**src/rtl/supernova_mem_arb_pkg.sv**
```systemverilog
// Shared types and helpers for the L1-to-memory arbiter
// and the round-robin picker it uses.
package supernova_mem_arb_pkg;

    typedef enum logic [1:0] {
        IDLE,
        WAIT_MEM,
        RESP
    } state_t;

    localparam int DEF_NUM_REQ = 4;
    localparam int ID_BITS     = $clog2(DEF_NUM_REQ);

    function automatic int unsigned popcount(input logic [7:0] v);
        int unsigned n;
        n = 0;
        for (int i = 0; i < 8; i++) begin
            n = n + 32'(v[i]);
        end
        return n;
    endfunction

endpackage

```
**src/rtl/supernova_mem_arbiter_if.sv**
```systemverilog
// Requester-side and memory-side bus of the arbiter,
// plus its status and performance outputs.
interface supernova_mem_arbiter_if #(
    parameter int NUM_REQ        = 4,
    parameter int LINE_SIZE      = 64,
    parameter int PHYS_ADDR_SIZE = 56
);
    localparam int IDW = $clog2(NUM_REQ);

    logic [NUM_REQ-1:0]                req_valid;
    logic [NUM_REQ-1:0]                req_we;
    logic [NUM_REQ*PHYS_ADDR_SIZE-1:0] req_addr;
    logic [NUM_REQ*LINE_SIZE-1:0]      req_wdata;
    logic [NUM_REQ-1:0]                req_ack;
    logic                              req_err;
    logic [LINE_SIZE-1:0]              req_rdata;

    logic                              mem_req;
    logic                              mem_we;
    logic [PHYS_ADDR_SIZE-1:0]         mem_addr;
    logic [LINE_SIZE-1:0]              mem_wdata;
    logic [LINE_SIZE-1:0]              mem_rdata;
    logic                              mem_ack;

    logic                              busy;
    logic [IDW-1:0]                    grant_id;
    logic [31:0]                       grant_count;
    logic [31:0]                       contention_count;
    logic [31:0]                       timeout_count;

    modport slave (
        input  req_valid, req_we, req_addr, req_wdata,
        input  mem_rdata, mem_ack,
        output req_ack, req_err, req_rdata,
        output mem_req, mem_we, mem_addr, mem_wdata,
        output busy, grant_id,
        output grant_count, contention_count, timeout_count
    );

    modport master (
        output req_valid, req_we, req_addr, req_wdata,
        output mem_rdata, mem_ack,
        input  req_ack, req_err, req_rdata,
        input  mem_req, mem_we, mem_addr, mem_wdata,
        input  busy, grant_id,
        input  grant_count, contention_count, timeout_count
    );

endinterface

```
**src/rtl/supernova_rr_pick.sv**
```systemverilog
// Round-robin picker: first valid index at or after
// rr_ptr, wrapping modulo N.
module supernova_rr_pick
    import supernova_mem_arb_pkg::*;
#(
    parameter int N   = DEF_NUM_REQ,
    parameter int IDW = ID_BITS
) (
    input  logic [N-1:0]   i_req_valid,
    input  logic [IDW-1:0] i_rr_ptr,
    output logic           o_any_valid,
    output logic [IDW-1:0] o_pick
);

    logic [IDW-1:0] w_idx;

    always_comb begin
        w_idx       = '0;
        o_any_valid = |i_req_valid;
        o_pick      = i_rr_ptr;
        // Walk from the far end so the closest candidate wins.
        for (int k = N - 1; k >= 0; k--) begin
            w_idx = IDW'((int'(i_rr_ptr) + k) % N);
            if (i_req_valid[w_idx]) begin
                o_pick = w_idx;
            end
        end
    end

endmodule

```
**src/rtl/supernova_mem_arbiter.sv**
```systemverilog
// Round-robin arbiter sharing one line-wide memory port
// between L1 requesters; one transaction in flight.
module supernova_mem_arbiter
    import supernova_mem_arb_pkg::*;
#(
    parameter int NUM_REQ        = 4,
    parameter int LINE_SIZE      = 64,
    parameter int PHYS_ADDR_SIZE = 56,
    parameter int TIMEOUT_CYCLES = 1024
) (
    input logic                    clk,
    input logic                    rst_n,
    supernova_mem_arbiter_if.slave bus
);

    localparam int IDW = $clog2(NUM_REQ);
    localparam int WDW = $clog2(TIMEOUT_CYCLES);

    state_t                    r_state;
    state_t                    w_state_nxt;
    logic [IDW-1:0]            r_rr_ptr;
    logic [WDW-1:0]            r_wdog;
    logic                      r_mem_req;
    logic                      r_mem_we;
    logic [PHYS_ADDR_SIZE-1:0] r_mem_addr;
    logic [LINE_SIZE-1:0]      r_mem_wdata;
    logic [NUM_REQ-1:0]        r_req_ack;
    logic                      r_req_err;
    logic [LINE_SIZE-1:0]      r_rdata;
    logic                      r_busy;
    logic [IDW-1:0]            r_grant_id;
    logic [31:0]               r_grant_cnt;
    logic [31:0]               r_cont_cnt;
    logic [31:0]               r_tout_cnt;

    logic                      w_any;
    logic [IDW-1:0]            w_pick;
    logic                      w_grant;
    logic                      w_done;
    logic                      w_tout;
    logic                      w_tick;
    logic                      w_close;

    supernova_rr_pick #(
        .N   (NUM_REQ),
        .IDW (IDW)
    ) u_pick (
        .i_req_valid (bus.req_valid),
        .i_rr_ptr    (r_rr_ptr),
        .o_any_valid (w_any),
        .o_pick      (w_pick)
    );

    always_comb begin
        w_state_nxt = r_state;
        w_grant     = 1'b0;
        w_done      = 1'b0;
        w_tout      = 1'b0;
        w_tick      = 1'b0;
        w_close     = 1'b0;
        unique case (r_state)
            IDLE: begin
                if (w_any) begin
                    w_grant     = 1'b1;
                    w_state_nxt = WAIT_MEM;
                end
            end
            WAIT_MEM: begin
                // A mem_ack on the watchdog's last cycle still counts.
                if (bus.mem_ack) begin
                    w_done      = 1'b1;
                    w_state_nxt = RESP;
                end else if (r_wdog == WDW'(TIMEOUT_CYCLES - 1)) begin
                    w_tout      = 1'b1;
                    w_state_nxt = RESP;
                end else begin
                    w_tick = 1'b1;
                end
            end
            RESP: begin
                w_close     = 1'b1;
                w_state_nxt = IDLE;
            end
            default: w_state_nxt = IDLE;
        endcase
    end

    always_ff @(posedge clk or negedge rst_n) begin
        if (!rst_n) begin
            r_state     <= IDLE;
            r_rr_ptr    <= '0;
            r_wdog      <= '0;
            r_mem_req   <= 1'b0;
            r_mem_we    <= 1'b0;
            r_mem_addr  <= '0;
            r_mem_wdata <= '0;
            r_req_ack   <= '0;
            r_req_err   <= 1'b0;
            r_rdata     <= '0;
            r_busy      <= 1'b0;
            r_grant_id  <= '0;
            r_grant_cnt <= '0;
            r_cont_cnt  <= '0;
            r_tout_cnt  <= '0;
        end else begin
            r_state <= w_state_nxt;
            if (w_grant) begin
                r_mem_req   <= 1'b1;
                r_busy      <= 1'b1;
                r_grant_id  <= w_pick;
                r_mem_we    <= bus.req_we[w_pick];
                r_mem_addr  <= bus.req_addr[w_pick*PHYS_ADDR_SIZE +: PHYS_ADDR_SIZE];
                r_mem_wdata <= bus.req_wdata[w_pick*LINE_SIZE +: LINE_SIZE];
                r_rr_ptr    <= (int'(w_pick) == NUM_REQ - 1) ? '0 : w_pick + 1'b1;
                r_grant_cnt <= r_grant_cnt + 32'd1;
                r_wdog      <= '0;
                if (popcount(8'(bus.req_valid)) >= 2) begin
                    r_cont_cnt <= r_cont_cnt + 32'd1;
                end
            end
            if (w_tick) begin
                r_wdog <= r_wdog + 1'b1;
            end
            if (w_done || w_tout) begin
                r_mem_req <= 1'b0;
                r_req_ack <= NUM_REQ'(1) << r_grant_id;
                r_req_err <= w_tout;
            end
            if (w_done) begin
                r_rdata <= bus.mem_rdata;
            end
            if (w_tout) begin
                r_tout_cnt <= r_tout_cnt + 32'd1;
            end
            if (w_close) begin
                r_req_ack <= '0;
                r_req_err <= 1'b0;
                r_busy    <= 1'b0;
            end
        end
    end

    assign bus.req_ack          = r_req_ack;
    assign bus.req_err          = r_req_err;
    assign bus.req_rdata        = r_rdata;
    assign bus.mem_req          = r_mem_req;
    assign bus.mem_we           = r_mem_we;
    assign bus.mem_addr         = r_mem_addr;
    assign bus.mem_wdata        = r_mem_wdata;
    assign bus.busy             = r_busy;
    assign bus.grant_id         = r_grant_id;
    assign bus.grant_count      = r_grant_cnt;
    assign bus.contention_count = r_cont_cnt;
    assign bus.timeout_count    = r_tout_cnt;

endmodule

```
**src/flat_wrapper.sv**
```systemverilog
// flat-port wrapper written by rule: the top's interface ports become plain ports
module supernova_mem_arbiter_flat import supernova_mem_arb_pkg::*;
#(
    parameter int NUM_REQ        = 4,
    parameter int LINE_SIZE      = 64,
    parameter int PHYS_ADDR_SIZE = 56,
    parameter int TIMEOUT_CYCLES = 1024
)
  (clk, rst_n, bus_req_valid, bus_req_we, bus_req_addr, bus_req_wdata, bus_mem_rdata, bus_mem_ack, bus_req_ack, bus_req_err, bus_req_rdata, bus_mem_req, bus_mem_we, bus_mem_addr, bus_mem_wdata, bus_busy, bus_grant_id, bus_grant_count, bus_contention_count, bus_timeout_count);
  supernova_mem_arbiter_if #(.NUM_REQ(NUM_REQ), .LINE_SIZE(LINE_SIZE), .PHYS_ADDR_SIZE(PHYS_ADDR_SIZE)) bus_i ();
  input logic clk;
  input logic rst_n;
  input wire logic [$bits(bus_i.req_valid)-1:0] bus_req_valid;
  input wire logic [$bits(bus_i.req_we)-1:0] bus_req_we;
  input wire logic [$bits(bus_i.req_addr)-1:0] bus_req_addr;
  input wire logic [$bits(bus_i.req_wdata)-1:0] bus_req_wdata;
  input wire logic [$bits(bus_i.mem_rdata)-1:0] bus_mem_rdata;
  input wire logic [$bits(bus_i.mem_ack)-1:0] bus_mem_ack;
  output wire logic [$bits(bus_i.req_ack)-1:0] bus_req_ack;
  output wire logic [$bits(bus_i.req_err)-1:0] bus_req_err;
  output wire logic [$bits(bus_i.req_rdata)-1:0] bus_req_rdata;
  output wire logic [$bits(bus_i.mem_req)-1:0] bus_mem_req;
  output wire logic [$bits(bus_i.mem_we)-1:0] bus_mem_we;
  output wire logic [$bits(bus_i.mem_addr)-1:0] bus_mem_addr;
  output wire logic [$bits(bus_i.mem_wdata)-1:0] bus_mem_wdata;
  output wire logic [$bits(bus_i.busy)-1:0] bus_busy;
  output wire logic [$bits(bus_i.grant_id)-1:0] bus_grant_id;
  output wire logic [$bits(bus_i.grant_count)-1:0] bus_grant_count;
  output wire logic [$bits(bus_i.contention_count)-1:0] bus_contention_count;
  output wire logic [$bits(bus_i.timeout_count)-1:0] bus_timeout_count;
  assign bus_i.req_valid = bus_req_valid;
  assign bus_i.req_we = bus_req_we;
  assign bus_i.req_addr = bus_req_addr;
  assign bus_i.req_wdata = bus_req_wdata;
  assign bus_i.mem_rdata = bus_mem_rdata;
  assign bus_i.mem_ack = bus_mem_ack;
  assign bus_req_ack = bus_i.req_ack;
  assign bus_req_err = bus_i.req_err;
  assign bus_req_rdata = bus_i.req_rdata;
  assign bus_mem_req = bus_i.mem_req;
  assign bus_mem_we = bus_i.mem_we;
  assign bus_mem_addr = bus_i.mem_addr;
  assign bus_mem_wdata = bus_i.mem_wdata;
  assign bus_busy = bus_i.busy;
  assign bus_grant_id = bus_i.grant_id;
  assign bus_grant_count = bus_i.grant_count;
  assign bus_contention_count = bus_i.contention_count;
  assign bus_timeout_count = bus_i.timeout_count;
  supernova_mem_arbiter #(.NUM_REQ(NUM_REQ), .LINE_SIZE(LINE_SIZE), .PHYS_ADDR_SIZE(PHYS_ADDR_SIZE), .TIMEOUT_CYCLES(TIMEOUT_CYCLES)) u_core (.clk(clk), .rst_n(rst_n), .bus(bus_i));
endmodule
```
**config.mk**
```make
export PLATFORM = sky130hd
export DESIGN_NAME = supernova_mem_arbiter_flat
export DESIGN_NICKNAME = d
export VERILOG_FILES = /design/src/rtl/supernova_mem_arb_pkg.sv /design/src/rtl/supernova_mem_arbiter_if.sv /design/src/rtl/supernova_rr_pick.sv /design/src/rtl/supernova_mem_arbiter.sv /design/src/flat_wrapper.sv
export SDC_FILE = /design/constraint.sdc
export NUM_CORES = 1
export LEC_CHECK = 0
export ABC_CLOCK_PERIOD_IN_PS = 3700
export BUFFER_PORTS_ARGS = -buffer_cell sky130_fd_sc_hd__buf_2
export CAP_MARGIN = 20
export CORE_AREA = 10 10 317 319
export DETAILED_ROUTE_END_ITERATION = 10
export DIE_AREA = 0 0 327 329
export PLACE_DENSITY_LB_ADDON = 0.15
export RECOVER_POWER = 100
export SETUP_SLACK_MARGIN = 0.15
export SLEW_MARGIN = 30
export SYNTH_ARGS = -nofsm -noshare
export SYNTH_HDL_FRONTEND = slang
export SYNTH_SLANG_ARGS = --single-unit
```
**constraint.sdc**
```tcl
create_clock -name clk -period 3.7 [get_ports clk]
set_input_delay 0 -clock clk [delete_from_list [all_inputs] [get_ports clk]]
set_output_delay 0 -clock clk [all_outputs]
set_load 0.01 [all_outputs]
```
# [After elaboration in Yosys (flattened, before gate mapping)]
# Index checks and enable logic that the tools add are counted.
[totals] regBits=304 inputBits=555 out_inout_bits=290 elab_cells=90
[classes] add_sub_neg=11 mul=1 n_lt_le_gt_ge=6 n_eq_ne=6 n_shift=3 mux=39 n_reduce_logical=9
[ops] cell="indexed part select 256 x 9 -> 64 bit" count=1
[ops] cell="indexed part select 224 x 9 -> 56 bit" count=1
[ops] cell="adder 32 x 1 -> 32 bit, second input constant" count=3
[ops] cell="adder 32 x 1 -> 32 bit" count=2
[ops] cell="greater-or-equal comparator 32 x 2 -> 1 bit, second input constant" count=1
[ops] cell="2-to-1 mux 1 bit" count=21
[ops] cell="2-to-1 mux 10 bit" count=2
[ops] cell="2-to-1 mux 2 bit" count=8
[ops] cell="less-than comparator 2 x 3 -> 1 bit, second input constant" count=5
[ops] cell="adder 10 x 1 -> 10 bit, second input constant" count=1
[ops] cell="binary-select mux 1 bit (select 2 bit)" count=5
[ops] cell="== test 10 bit, second input constant" count=1
[ops] cell="2-to-1 mux 4 bit" count=2
[ops] cell="nonzero test 2 bit" count=4
[ops] cell="multiplier 2 x 3 -> 5 bit, second input constant" count=1
[ops] cell="adder 2 x 1 -> 2 bit, second input constant" count=2
[ops] cell="adder 2 bit, second input constant" count=2
[ops] cell="== test 2 x 1 -> 1 bit, second input constant" count=2
[ops] cell="case mux 2 bit (2 select lines)" count=1
[ops] cell="AND reduction 2 bit" count=2
[ops] cell="OR reduction 4 bit" count=1
[ops] cell="<< shifter 1 x 2 -> 4 bit, first input constant" count=1
[ops] cell="inequality test 3 x 2 -> 1 bit, second input constant" count=1
[ops] cell="adder 1 x 1 -> 2 bit" count=1
[ops] cell="4 further kinds" count=4

# [Logic depth before layout (Yosys ltp)]
# Gate-level depths: netlist (run 1).
[depth] depth_word=9 mapped_depth=9 mapped_depth_nobuf=8

# [Hierarchy]
# A second synthesis (run 1) with hierarchy kept.
[hier_totals] hier_cells=1303 hier_area_um2=15204.6
[modules_own_cells] module="supernova_mem_arbiter" instances=1 cells_each=1287 area_each_um2=15104.5 seq_area_each_um2=7607.3
[modules_own_cells] module="supernova_rr_pick" instances=1 cells_each=16 area_each_um2=100.1 seq_area_each_um2=0.0

# [Worst setup path after synthesis (run 1)]
# OpenSTA, ideal clock, no wires.
[synth_path] kind="register -> register" from="register u_core.r_rr_ptr[1]" to="register u_core.r_mem_addr[28], in the netlist u_core.bus.mem_addr[28]" setup_time_ps=126 arrival_time_ps=2099 required_ps=3574 setup_slack_ps=1475 path_stages_with_launch=7 path_buffers=1 period_less_slack_ps=2225 cell_sequence="dfrtp_1 > nor3_1 > nor4_4 > nor2_2 > clkbuf_1 > mux2_2 > a221o_1"
[synth_via] elab_chain_cells=9 word_cells_on_any_way=17 classes_between="add/sub (3); mul (1); shift (1); mux (12)"
[synth_lines] item="from (decl)" line="supernova_mem_arbiter.sv:21" source="logic [IDW-1:0] r_rr_ptr;"
[synth_lines] item="from (signal assigned)" line="supernova_mem_arbiter.sv:114" source="r_rr_ptr <= (int'(w_pick) == NUM_REQ - 1) ? '0 : w_pick + 1'b1;"
[synth_lines] item="adder 2 bit" line="supernova_rr_pick.sv:23" source="w_idx = IDW'((int'(i_rr_ptr) + k) % N);"
[synth_lines] item="binary-select mux 1 bit (select 2 bit)" line="supernova_rr_pick.sv:24" source="if (i_req_valid[w_idx]) begin"
[synth_lines] item="2-to-1 mux 1 bit (implied by the code)" line="supernova_rr_pick.sv:24"
[synth_lines] item="2-to-1 mux 2 bit (3 in a row)" line="supernova_rr_pick.sv:24"
[synth_lines] item="2-to-1 mux 2 bit (*)" line="supernova_rr_pick.sv:24"
[synth_lines] item="multiplier 2 x 3 -> 5 bit (*)" line="supernova_mem_arbiter.sv:112" source="r_mem_addr <= bus.req_addr[w_pick*PHYS_ADDR_SIZE +: PHYS_ADDR_SIZE];"
[synth_lines] item="indexed part select 224 x 9 -> 56 bit (*)" line="supernova_mem_arbiter.sv:112"
[synth_lines] item="to (signal assigned)" line="supernova_mem_arbiter.sv:112"
[synth_lines] item="to (decl)" line="supernova_mem_arbiter.sv:25" source="logic [PHYS_ADDR_SIZE-1:0] r_mem_addr;"
# Every way passes the cells marked *; elsewhere a longest branch is shown, timed or not. The select of a mux whose other input is x is not followed.
# A chain may end at the register's enable or synchronous reset.

# [Worst setup path after layout (run 1)]
[layout_path] from="register u_core.r_rr_ptr[1]" to="register u_core.r_mem_wdata[31], in the netlist u_core.bus.mem_wdata[31]"
[layout_via] elab_chain_cells=8 word_cells_on_any_way=16 classes_between="add/sub (3); shift (1); mux (12)"
[layout_lines] item="adder 2 bit" line="supernova_rr_pick.sv:23"
[layout_lines] item="binary-select mux 1 bit (select 2 bit)" line="supernova_rr_pick.sv:24"
[layout_lines] item="2-to-1 mux 1 bit (implied by the code)" line="supernova_rr_pick.sv:24"
[layout_lines] item="2-to-1 mux 2 bit (3 in a row)" line="supernova_rr_pick.sv:24"
[layout_lines] item="2-to-1 mux 2 bit (*)" line="supernova_rr_pick.sv:24"
[layout_lines] item="indexed part select 256 x 9 -> 64 bit (*)" line="supernova_mem_arbiter.sv:113" source="r_mem_wdata <= bus.req_wdata[w_pick*LINE_SIZE +: LINE_SIZE];"
[layout_lines] item="to (signal assigned)" line="supernova_mem_arbiter.sv:113"
[layout_lines] item="to (decl)" line="supernova_mem_arbiter.sv:26" source="logic [LINE_SIZE-1:0] r_mem_wdata;"
# Marks and branches as above.

==> impl_metrics.yaml, run 1 <==
routing:
  antenna_left: 0
  drc: 0
  post_drt_via_cell_ratio: 4.417
  drt-pass1-iter-count: 5
  drt_iter0_markers: 1016
  vias: 18130
  avgRoutedWirePerCell_um: 23.06
  wl_um: 94610
sta:
  rsz0062_at_grt: "false"
  hold_violations: 0
  fin_worst_skew_ns: 0.01742
  min_period_over_period_pct: 96.00
  setup_viol: 0
  fin_setup_tns_ns: 0
  slew-limit-headroom_pct: -70.26
  fmax_ghz: 0.2815
  tightest_slew_ns: 2.554
  timing.hold.ws_ns: 0.03769
  min_period_ns: 3.552
  drv_slew: 109
floorplanning:
  dieArea_sq_um: 107600
  die_width_um: 327
  start_util_pct: 16.71
  core-area_sq_um: 94300
  die_h_um: 329
  io_pins: 845
  num_rows: 113
worst_setup_path:
  max_stage_delay_ns: 0.72
  cp_data_arrival_time_ns: 4.01
  path_buf_inv: 2
  cp_slowest_cell: "or4_4"
  worstSetupPathType: "reg -> reg"
  critPathTopFamily: "simple AND/OR/NAND/NOR gates"
  critPathLaunchType: "register"
  worstPathRequired_ns: 4.15
  crit_fanout: 43
  end_kind: "register"
  cp_cell_sequence: "nor3_2 > or4_4 > clkbuf_4 > nand3_1 > a21oi_1 > dlygate4sd3_1 > a221o_1"
power_and_ir_drop:
  netSwitchingPower_mw: 7.363
  seqPwrFrac_pct: 27.8
  comb_power_share_pct: 49.0
  p_int_mw: 11.48
  p_sw_share_pct: 39.08
  ir_drop_mv: 0.2674
  p_leak_nw: 12.24
  p_per_area_nw_per_um2: 682.3
  power_frac_clock_pct: 23.2
finish:
  layout-drive-gt1-share_pct: 29.67
  fillers: 10170
  area_growth_pct: 75.26
  nets: 3346
synthesis:
  synthAdderAreaFrac_pct: 0.5559
  yosys-top-cells-area: "dfrtp_1 (48%), mux2_2 (11%), a221o_1 (7.6%), nand3_1 (4.7%), o21ai_0 (4.3%)"
  yosysTopAreaCell: "dfrtp_1"
  ys_ff_latch: 304
  synth_top_family_by_area: "compound AO/OA/AOI/OAI gates"
  yosysSeqAreaShare_pct: 48.28
  synth.most_common_cell: "dfrtp_1"
  synth_nets: 2046
  yosysUniqueCellTypes: 59
  synth-async-reset-ratio_pct: 100.0
  synth_compound_area_share_pct: 16.83
  synthMuxAreaShare_pct: 13.49
  yosysWarnings: 0
  syn_area_sq_um: 15760
  synth-simple-area-share_pct: 12.14
  synth-edff-count: 0
  synth_ff_type: "dfrtp_1"
  synth-xor-area-share_pct: 5.226
  avgSynthCellArea_sq_um: 10.62
  postSynthCellCount: 1484
  synth_top_area_share_pct: 48.28
  yosys-top-cells-count: "dfrtp_1 (304), mux2_2 (147), nand3_1 (147)"
global_route:
  met3_usage_pct: 5.564
  grt_max_degree: 121
  grtUsageMet1_pct: 17.05
  antenna_found_initial: 47
  grt_pass1_vias: 19950
  top_usage_layer: "met2"
  grt_pass1_wl_um: 132700
  gr-usage-all-layers_pct: 16.35
  use_met2_pct: 29.43
  gr-total-overflow: 0
clock_tree:
  cts_inserted_buffers: 42
  cts_tree: "done"
  htree_levels: 2
  clock-sinks: 304
  path_clk_slew_ns: 0.06
  clockBufferDepth: 3
  clock-root-buffer: "clkbuf_16"
  clk_latency_ns: 0.57
run_status:
  violations: "capacitance limit, slew limit"
  status: "complete, but fails checks"
placement:
  gp_congestion: 0.8791
  hpwl_um: 70890
  io_buffers: 844
run:
  maxCapViolations: 2
hold_path:
  min_path_type: "in -> reg"
-- power by group through the flow --
| stage | sequential, mW | combinational, mW | clock (mW) |
|---|---|---|---|
| floorplan | 5.65 | 3.70 | 0 |
| global placement | 5.20 | 7.89 | 0 |
| detailed placement | 5.19 | 7.97 | 0 |
| CTS | 5.19 | 9.54 | 4.52 |
| global route | 5.38 | 9.95 | 4.64 |
| finish | 5.24 | 9.24 | 4.36 |
-- path summary, 6_finish.rpt --
kind	end	cells after the start	startpoint	slack, ns
max reg2reg	u_core.bus.mem_wdata[31]	7	u_core.r_rr_ptr[1]	0.15
min reg2reg	u_core.bus.grant_count[31]	1	u_core.bus.grant_count[31]	0.49
min in group asynchronous	u_core.bus.timeout_count[17]	2	rst_n	0.78
min	u_core.bus.mem_wdata[50]	4	bus_req_wdata[50]	0.04
max	u_core.bus.mem_wdata[31]	7	u_core.r_rr_ptr[1]	0.15
max in group asynchronous	u_core.bus.req_rdata[51]	3	rst_n	0.78
-- placed cells by master, fill, tap and decap left out, types with 10 or more instances in the layout --
cell / count
dfrtp_1: 304
a221o_1: 120
clkbuf_16: 43
dlygate4sd3_1: 478
buf_4: 22
diode_2: 20
nand2_1: 54
nor2_1: 40
inv_1: 16
xnor2_1: 61
a21oi_1: 122
mux2_1: 42
nor3_1: 13
mux2_2: 145
xor2_1: 33
nand4_1: 37
and3_1: 12
clkbuf_1: 302
nor4_1: 13
buf_12: 15
clkbuf_8: 10
buf_2: 553
nand3_1: 147
o21ai_0: 135
-- sequential cells by signal (all words and copies together) (netlist names) --
name,cells
u_core.bus.busy,1
u_core.bus.contention_count,32
u_core.bus.grant_count,32
u_core.bus.grant_id,2
u_core.bus.mem_addr,56
u_core.bus.mem_req,1
u_core.bus.mem_wdata,64
u_core.bus.mem_we,1
u_core.bus.req_ack,4
u_core.bus.req_err,1
u_core.bus.req_rdata,64
u_core.bus.timeout_count,32
u_core.r_rr_ptr,2
u_core.r_state,2
u_core.r_wdog,10
-- cell type report --
type	count	area [sq um]	share of cell area, %
timing repair buffer	1373	9213	33.36
clock inverter	21	260.3	0.9425
antenna	20	50.05	0.1812
sequential	304	7607	27.55
inverter	16	60.06	0.2175
multi-input combinational	1047	7632	27.64
tap	1265	1583	5.732
clock buffer	57	1207	4.373
-- cell families (layout without fill, tap and decap cells) --
group / count (synthesis) / in the layout
AOI/OAI and AO/OA: 396 / 397
xor gates and xnor gates: 94 / 94
adders and majority gates: 7 / 7
buffers and inverters: 134 / 1467
DFF: 304 / 304
muxes: 189 / 189
other: 0 / 20
and+or+nand+nor: 360 / 360
-- tightest hold or removal path, cell delays in order --
cell and delay, ns:
buf_2 0.10, nand3_1 0.06, a21oi_1 0.11, a221o_1 0.28
-- metal layers --
layer	share of wire (%)	routed length (um)
met1	36	34150
met2	51	48540
met5	0.17	158
met4	4.3	4077
met3	8.1	7689
-- through the flow --
step	utilization, %	power, mW	cells	worst slack (ns)	instance area (sq um)
floorplan	-	9.352	1484	1.475	15760
global placement	22.96	13.09	3513	0.01793	21650
detailed placement	23.00	13.16	3516	1.046	21690
CTS	29.63	19.25	4072	0.1643	27940
global route	29.27	19.98	4100	0.1061	27610
finish	29.28	18.84	4103	0.1481	27610
-- repair_timing --
item,CTS,global route
hold buffers,478,0
hold endpoints to repair,273,0
setup buffers,0,9
resized for setup,0,5
setup endpoints to repair,0,55
(Power assumes the default switching activity.)
==> run 2, diff against run 1 <==
- CELL_PAD_IN_SITES_DETAIL_PLACEMENT: default -> 2
- CELL_PAD_IN_SITES_GLOBAL_PLACEMENT: default -> 2
- CORE_AREA: 10 10 317 319 -> 10 10 321 323
- DIE_AREA: 0 0 327 329 -> 0 0 331 333
==> run 2 against run 1 <==
  * The flow finishes with violations (hold timing, capacitance limit, slew limit)
  * Clock-buffer cell count rose by 8
  * Sequential cell count did not move
  * Sequential power rose by 1%
  * Clock skew rose by 0.0060 ns
  * Largest power group unchanged
  * Hold slack got worse by 0.044 ns
  * Maximum frequency rose by 3.8%
==> impl_metrics.yaml, run 2 (synthesized netlist as in run 1, its figures left out) <==
routing:
  antenna_left: 0
  vias: 18330
  wl_um: 106300
  drt-pass1-iter-count: 4
  post_drt_via_cell_ratio: 4.420
  drc: 0
  drt_iter0_markers: 655
  avgRoutedWirePerCell_um: 25.63
finish:
  layout_common_cells: "buf_2 (554), dlygate4sd3_1 (525), clkbuf_1 (305), dfrtp_1 (304)"
  fillers: 10900
  layout_commonest_cell: "buf_2"
  fin_area_sq_um: 27890
  area_growth_pct: 76.99
  layout-drive-gt1-share_pct: 28.47
  nets: 3376
placement:
  gp_congestion: 0.8242
  placed_area_sq_um: 21590
  io_buffers: 844
  hpwl_um: 76370
floorplanning:
  num_rows: 114
  start_util_pct: 16.36
  io_pins: 845
  die_width_um: 331
  die_h_um: 333
  dieArea_sq_um: 110200
  core-area_sq_um: 96280
worst_setup_path:
  cp_slowest_cell: "dlygate4sd3_1"
  cp_cell_sequence: "nor3_1 > nor4_4 > nor2_4 > buf_12 > mux2_1 > dlygate4sd3_1 > a221o_1 > dlygate4sd3_1"
  worst-r2r-cell-count: 8
  worstSetupPathType: "reg -> reg"
  end_kind: "register"
  worstPathRequired_ns: 4.17
  crit_top_cell: "dlygate4sd3_1"
  max_stage_delay_ns: 0.57
  cp_data_arrival_time_ns: 3.89
  crit_fanout: 26
  critPathLaunchType: "register"
power_and_ir_drop:
  ir_drop_mv: 0.3480
  p_per_area_nw_per_um2: 662.5
  p_leak_nw: 12.37
sta:
  tightest_slew_ns: 2.270
  fin_worst_skew_ns: 0.02340
  fin_setup_tns_ns: 0
  fmax_ghz: 0.2923
  min_period_ns: 3.421
  slew-limit-headroom_pct: -51.32
  timing.hold.ws_ns: -0.006548
  hold_violations: 1
  setup_viol: 0
  rsz0062_at_grt: "false"
  min_period_over_period_pct: 92.45
  drv_slew: 171
hold_path:
  min_path_type: "in -> reg"
  hold_path_depth: 4
clock_tree:
  htree_levels: 2
  clk_latency_ns: 0.59
  cts_inserted_buffers: 43
  cts_tree: "done"
  clock-root-buffer: "clkbuf_16"
  path_clk_slew_ns: 0.06
  clock-sinks: 304
  clockBufferDepth: 3
run_status:
  status: "complete, but fails checks"
  violations: "hold timing, capacitance limit, slew limit"
global_route:
  antenna_found_initial: 54
  gr-usage-all-layers_pct: 18.51
  grt_pass1_wl_um: 152800
  grt_pass1_vias: 21450
  gr-total-overflow: 0
  grt_max_degree: 121
run:
  maxCapViolations: 4
[run 2: layer usage]
metal / vias up / GRT usage, % / part of all wire [%]
met1: 9259 / 20.02 / 37
met4: 46 / 6.424 / 3.1
li1: 8254 / - / -
met5: - / 0 / 0.29
met3: 185 / 5.709 / 7.4
met2: 590 / 33.55 / 52
[run 2: final timing paths]
| kind | from | end | slack (ns) |
|---|---|---|---|
| max | u_core.r_rr_ptr[1] | u_core.bus.mem_wdata[47] | 0.28 |
| max in group asynchronous | rst_n | u_core.bus.mem_wdata[43] | 0.63 |
| max reg2reg | u_core.r_rr_ptr[1] | u_core.bus.mem_wdata[47] | 0.28 |
| min in group asynchronous | rst_n | u_core.bus.contention_count[19] | 1.21 |
| min | bus_req_wdata[129] | u_core.bus.mem_wdata[1] | -0.007 |
| min reg2reg | u_core.bus.grant_count[31] | u_core.bus.grant_count[31] | 0.47 |
[run 2: per-stage QoR]
stage | instances | power, mW | utilization (%) | setup WS, ns | hold WS (ns)
4_1_cts | 4117 | 18.97 | 29.35 | 0.1665 | 0.001761
2_1_floorplan | 1484 | 9.352 | - | 1.475 | -0.2956
5_1_grt | 4144 | 19.69 | 28.95 | 0.1766 | 0.04767
3_3_place_gp | 3517 | 13.08 | 22.42 | 1.036 | 0.1415
6_report | 4148 | 18.48 | 28.96 | 0.2793 | -0.006548
3_5_place_dp | 3517 | 13.25 | 22.42 | 0.9703 | 0.1379
[run 2: critical path, delay by kind of cell (launching register included)]
| family | cells | cell delay, ns |
|---|---|---|
| buf+inv | 3 | 1.34 |
| simple gates | 3 | 0.71 |
| flops | 1 | 0.49 |
| compound gates | 1 | 0.32 |
| mux | 1 | 0.36 |
[run 2: layout make-up]
| type | count | area [sq um] | area share [%] |
|---|---|---|---|
| repair buffers | 1403 | 9534 | 34.19 |
| flip-flops and latches | 304 | 7607 | 27.28 |
| multi-input cells | 1046 | 7594 | 27.23 |
| well taps | 1276 | 1597 | 5.725 |
| clock buffers | 65 | 1279 | 4.586 |
| clock inverters | 11 | 147.6 | 0.5295 |
| diodes | 27 | 67.56 | 0.2423 |
| inverters | 16 | 60.06 | 0.2154 |
[run 2: repair_timing]
action,in CTS,in global routing
setup endpoints to repair,0,16
gates resized for setup,0,1
setup buffers,0,1
endpoints found under the hold margin,281,33
hold buffers,524,1
[run 2: report_power, final]
part	total, mW	internal (mW)	switching (mW)	leakage [nW]
clock	4.25	2.53	1.72	0.699
combinational	8.94	3.98	4.96	7.84
sequential	5.29	4.49	0.801	3.84
total	18.5	11.0	7.48	12.4
==> run 3, diff against run 2 <==
- ABC_CLOCK_PERIOD_IN_PS: 3700 -> 3390
- CORE_AREA: 10 10 321 323 -> 10 10 323 325
- DIE_AREA: 0 0 331 333 -> 0 0 333 335
- REMOVE_ABC_BUFFERS: default -> 1
- clock period: 3.7 -> 3.39 ns (I/O delays scaled with it)
==> run 3 against run 2 <==
  * The run ends with capacitance limit, slew limit left
  * Setup slack got worse by 0.034 ns
  * Hold slack improved by 0.073 ns
  * Routed wire length rose by 2.5%
  * Sequential power rose by 9.1%
  * Cell area rose by 0.77%
  * Register-to-register slack got worse by 0.03 ns
  * Final cell count rose by 0.92%
  * Via count rose by 1.1%
  * Total power rose by 8.5%
  * Highest routed layer unchanged
==> impl_metrics.yaml, run 3 (synthesized netlist as in run 1, its figures left out) <==
finish:
  stdcell_count: 4186
  seqCellArea_sq_um: 7609
  layout_commonest_cell: "buf_2"
  layout_common_cells: "buf_2 (553), dlygate4sd3_1 (549), clkbuf_1 (304), dfrtp_1 (303), nand3_1 (147)"
  fillers: 11120
  multiInputGateArea_sq_um: 7619
  nets: 3401
  area_growth_pct: 78.36
  layout-drive-gt1-share_pct: 28.29
worst_setup_path:
  path_buf_inv: 4
  path_depth: 9
  end_kind: "register"
  cp_data_arrival_time_ns: 3.66
  worstSetupPathType: "reg -> reg"
  endpoint: "u_core.bus.mem_addr[52]"
  r2r_slack_ns: 0.25
  max_stage_delay_ns: 0.57
  critPathTopFamily: "buffers and inverters"
  r2r-start: "u_core.r_rr_ptr[1]"
  worstPathRequired_ns: 3.91
  r2r-end: "u_core.bus.mem_addr[52]"
  critPathLaunch: "u_core.r_rr_ptr[1]"
  critPathLaunchType: "register"
  cp_cell_sequence: "and3b_1 > nor4_4 > buf_4 > clkbuf_4 > buf_6 > o21ai_0 > a21oi_1 > dlygate4sd3_1 > a221o_1"
  cp_slowest_cell: "dlygate4sd3_1"
  worst-r2r-cell-count: 9
  crit_fanout: 60
clock_tree:
  path_clk_slew_ns: 0.06
  clockBufferDepth: 3
  cts_inserted_buffers: 43
  htree_levels: 2
  clock-root-buffer: "clkbuf_16"
  clk_latency_ns: 0.59
  cts_tree: "done"
  clock-sinks: 304
sta:
  drv_slew: 118
  hold_violations: 0
  fmax_ghz: 0.3180
  fin_worst_skew_ns: 0.02861
  min_period_ns: 3.145
  min_period_over_period_pct: 92.77
  setup_viol: 0
  fin_setup_tns_ns: 0
  tightest_slew_ns: 1.846
  slew-limit-headroom_pct: -23.09
  rsz0062_at_grt: "true"
power_and_ir_drop:
  ir_drop_mv: 0.3807
  p_leak_nw: 12.48
  p_per_area_nw_per_um2: 713.6
  power_mw: 20.05
floorplanning:
  num_rows: 115
  start_util_pct: 16.10
  core-area_sq_um: 97840
  dieArea_sq_um: 111600
  die_h_um: 335
  io_pins: 845
  die_width_um: 333
routing:
  avgRoutedWirePerCell_um: 26.02
  drt_iter0_markers: 737
  post_drt_via_cell_ratio: 4.428
  drc: 0
  antenna_left: 0
  vias: 18540
  drt-pass1-iter-count: 5
  wl_um: 108900
global_route:
  grt_max_degree: 121
  gr-usage-all-layers_pct: 18.55
  grt_pass1_wl_um: 156200
  gr-total-overflow: 0
  grt_pass1_vias: 21630
  antenna_found_initial: 57
placement:
  io_buffers: 844
  place_inst: 3527
  hpwl_um: 77640
  gp_congestion: 0.8307
hold_path:
  min_path_type: "in -> reg"
run_status:
  violations: "capacitance limit, slew limit"
  status: "complete, but fails checks"
run:
  maxCapViolations: 2
==> run 3: cell count changes in the layout (fill, tap and decap cells not counted), moves of 2 or more <==
cell / previous run / this run
buf_6: 1 / 3
clkbuf_2: 2 / 5
clkbuf_8: 12 / 7
clkinv_4: 0 / 2
diode_2: 27 / 32
dlygate4sd3_1: 525 / 549
==> run 3: repair_timing <==
action / 4_1_cts / 5_1_grt
hold buffers: 550 / 0
buffers inserted: 0 / 2
endpoints found under the hold margin: 377 / 0
resized for setup: 0 / 6
setup endpoints to repair: 0 / 5
==> run 3: stage by stage <==
step | util [%] | instance area [sq um] | setup slack [ns] | hold slack (ns)
after global routing | 28.70 | 28080 | 0.08384 | 0.05305
after detailed placement | 22.04 | 21570 | 0.7098 | 0.03894
after CTS | 29.07 | 28440 | 0.2346 | 0.008029
final | 28.72 | 28100 | 0.2452 | 0.06595
after global placement | 22.04 | 21570 | 0.7461 | 0.04300
after floorplan | - | 15270 | -4.318 | -0.2956
==> run 3: report_power, final <==
group / switching, mW / total, mW / internal, mW
Combinational: 5.49 / 9.74 / 4.25
Sequential: 0.871 / 5.77 / 4.90
Clock: 1.95 / 4.54 / 2.59
==> run 3: worst min-delay path by stage <==
stage | from | to | slack (ns) | depth (start not counted)
floorplan | rst_n | u_core.bus.busy | -0.30 | 0
global placement | rst_n | u_core.bus.contention_count[19] | 0.04 | 1
detailed placement | rst_n | u_core.bus.contention_count[18] | 0.04 | 1
CTS | bus_req_wdata[37] | u_core.bus.mem_wdata[37] | 0.008 | 4
global route | bus_req_wdata[37] | u_core.bus.mem_wdata[37] | 0.05 | 4
finish | bus_req_wdata[37] | u_core.bus.mem_wdata[37] | 0.07 | 4
==> run 3: final cells by class <==
cell class | count | share of cell area (%)
timing repair buffer | 1427 | 34.70
multi-input combinational | 1047 | 27.11
sequential | 304 | 27.08
tap | 1287 | 5.730
clock buffer | 61 | 4.319
clock inverter | 12 | 0.5610
antenna | 32 | 0.2850
inverter | 16 | 0.2137
==> run 3: worst min-delay path: stages <==
cell,delay (ns)
buf_2,0.17
nand3_1,0.13
a21oi_1,0.18
a221o_1,0.13
==> run 3: metal layers <==
layer / share of wire [%] / up-vias / global-route usage (%)
li1: - / 8307 / -
met5: 0.13 / - / 0
met3: 6.7 / 164 / 5.681
met4: 2.8 / 26 / 5.274
met1: 37 / 9471 / 19.63
met2: 53 / 568 / 34.94
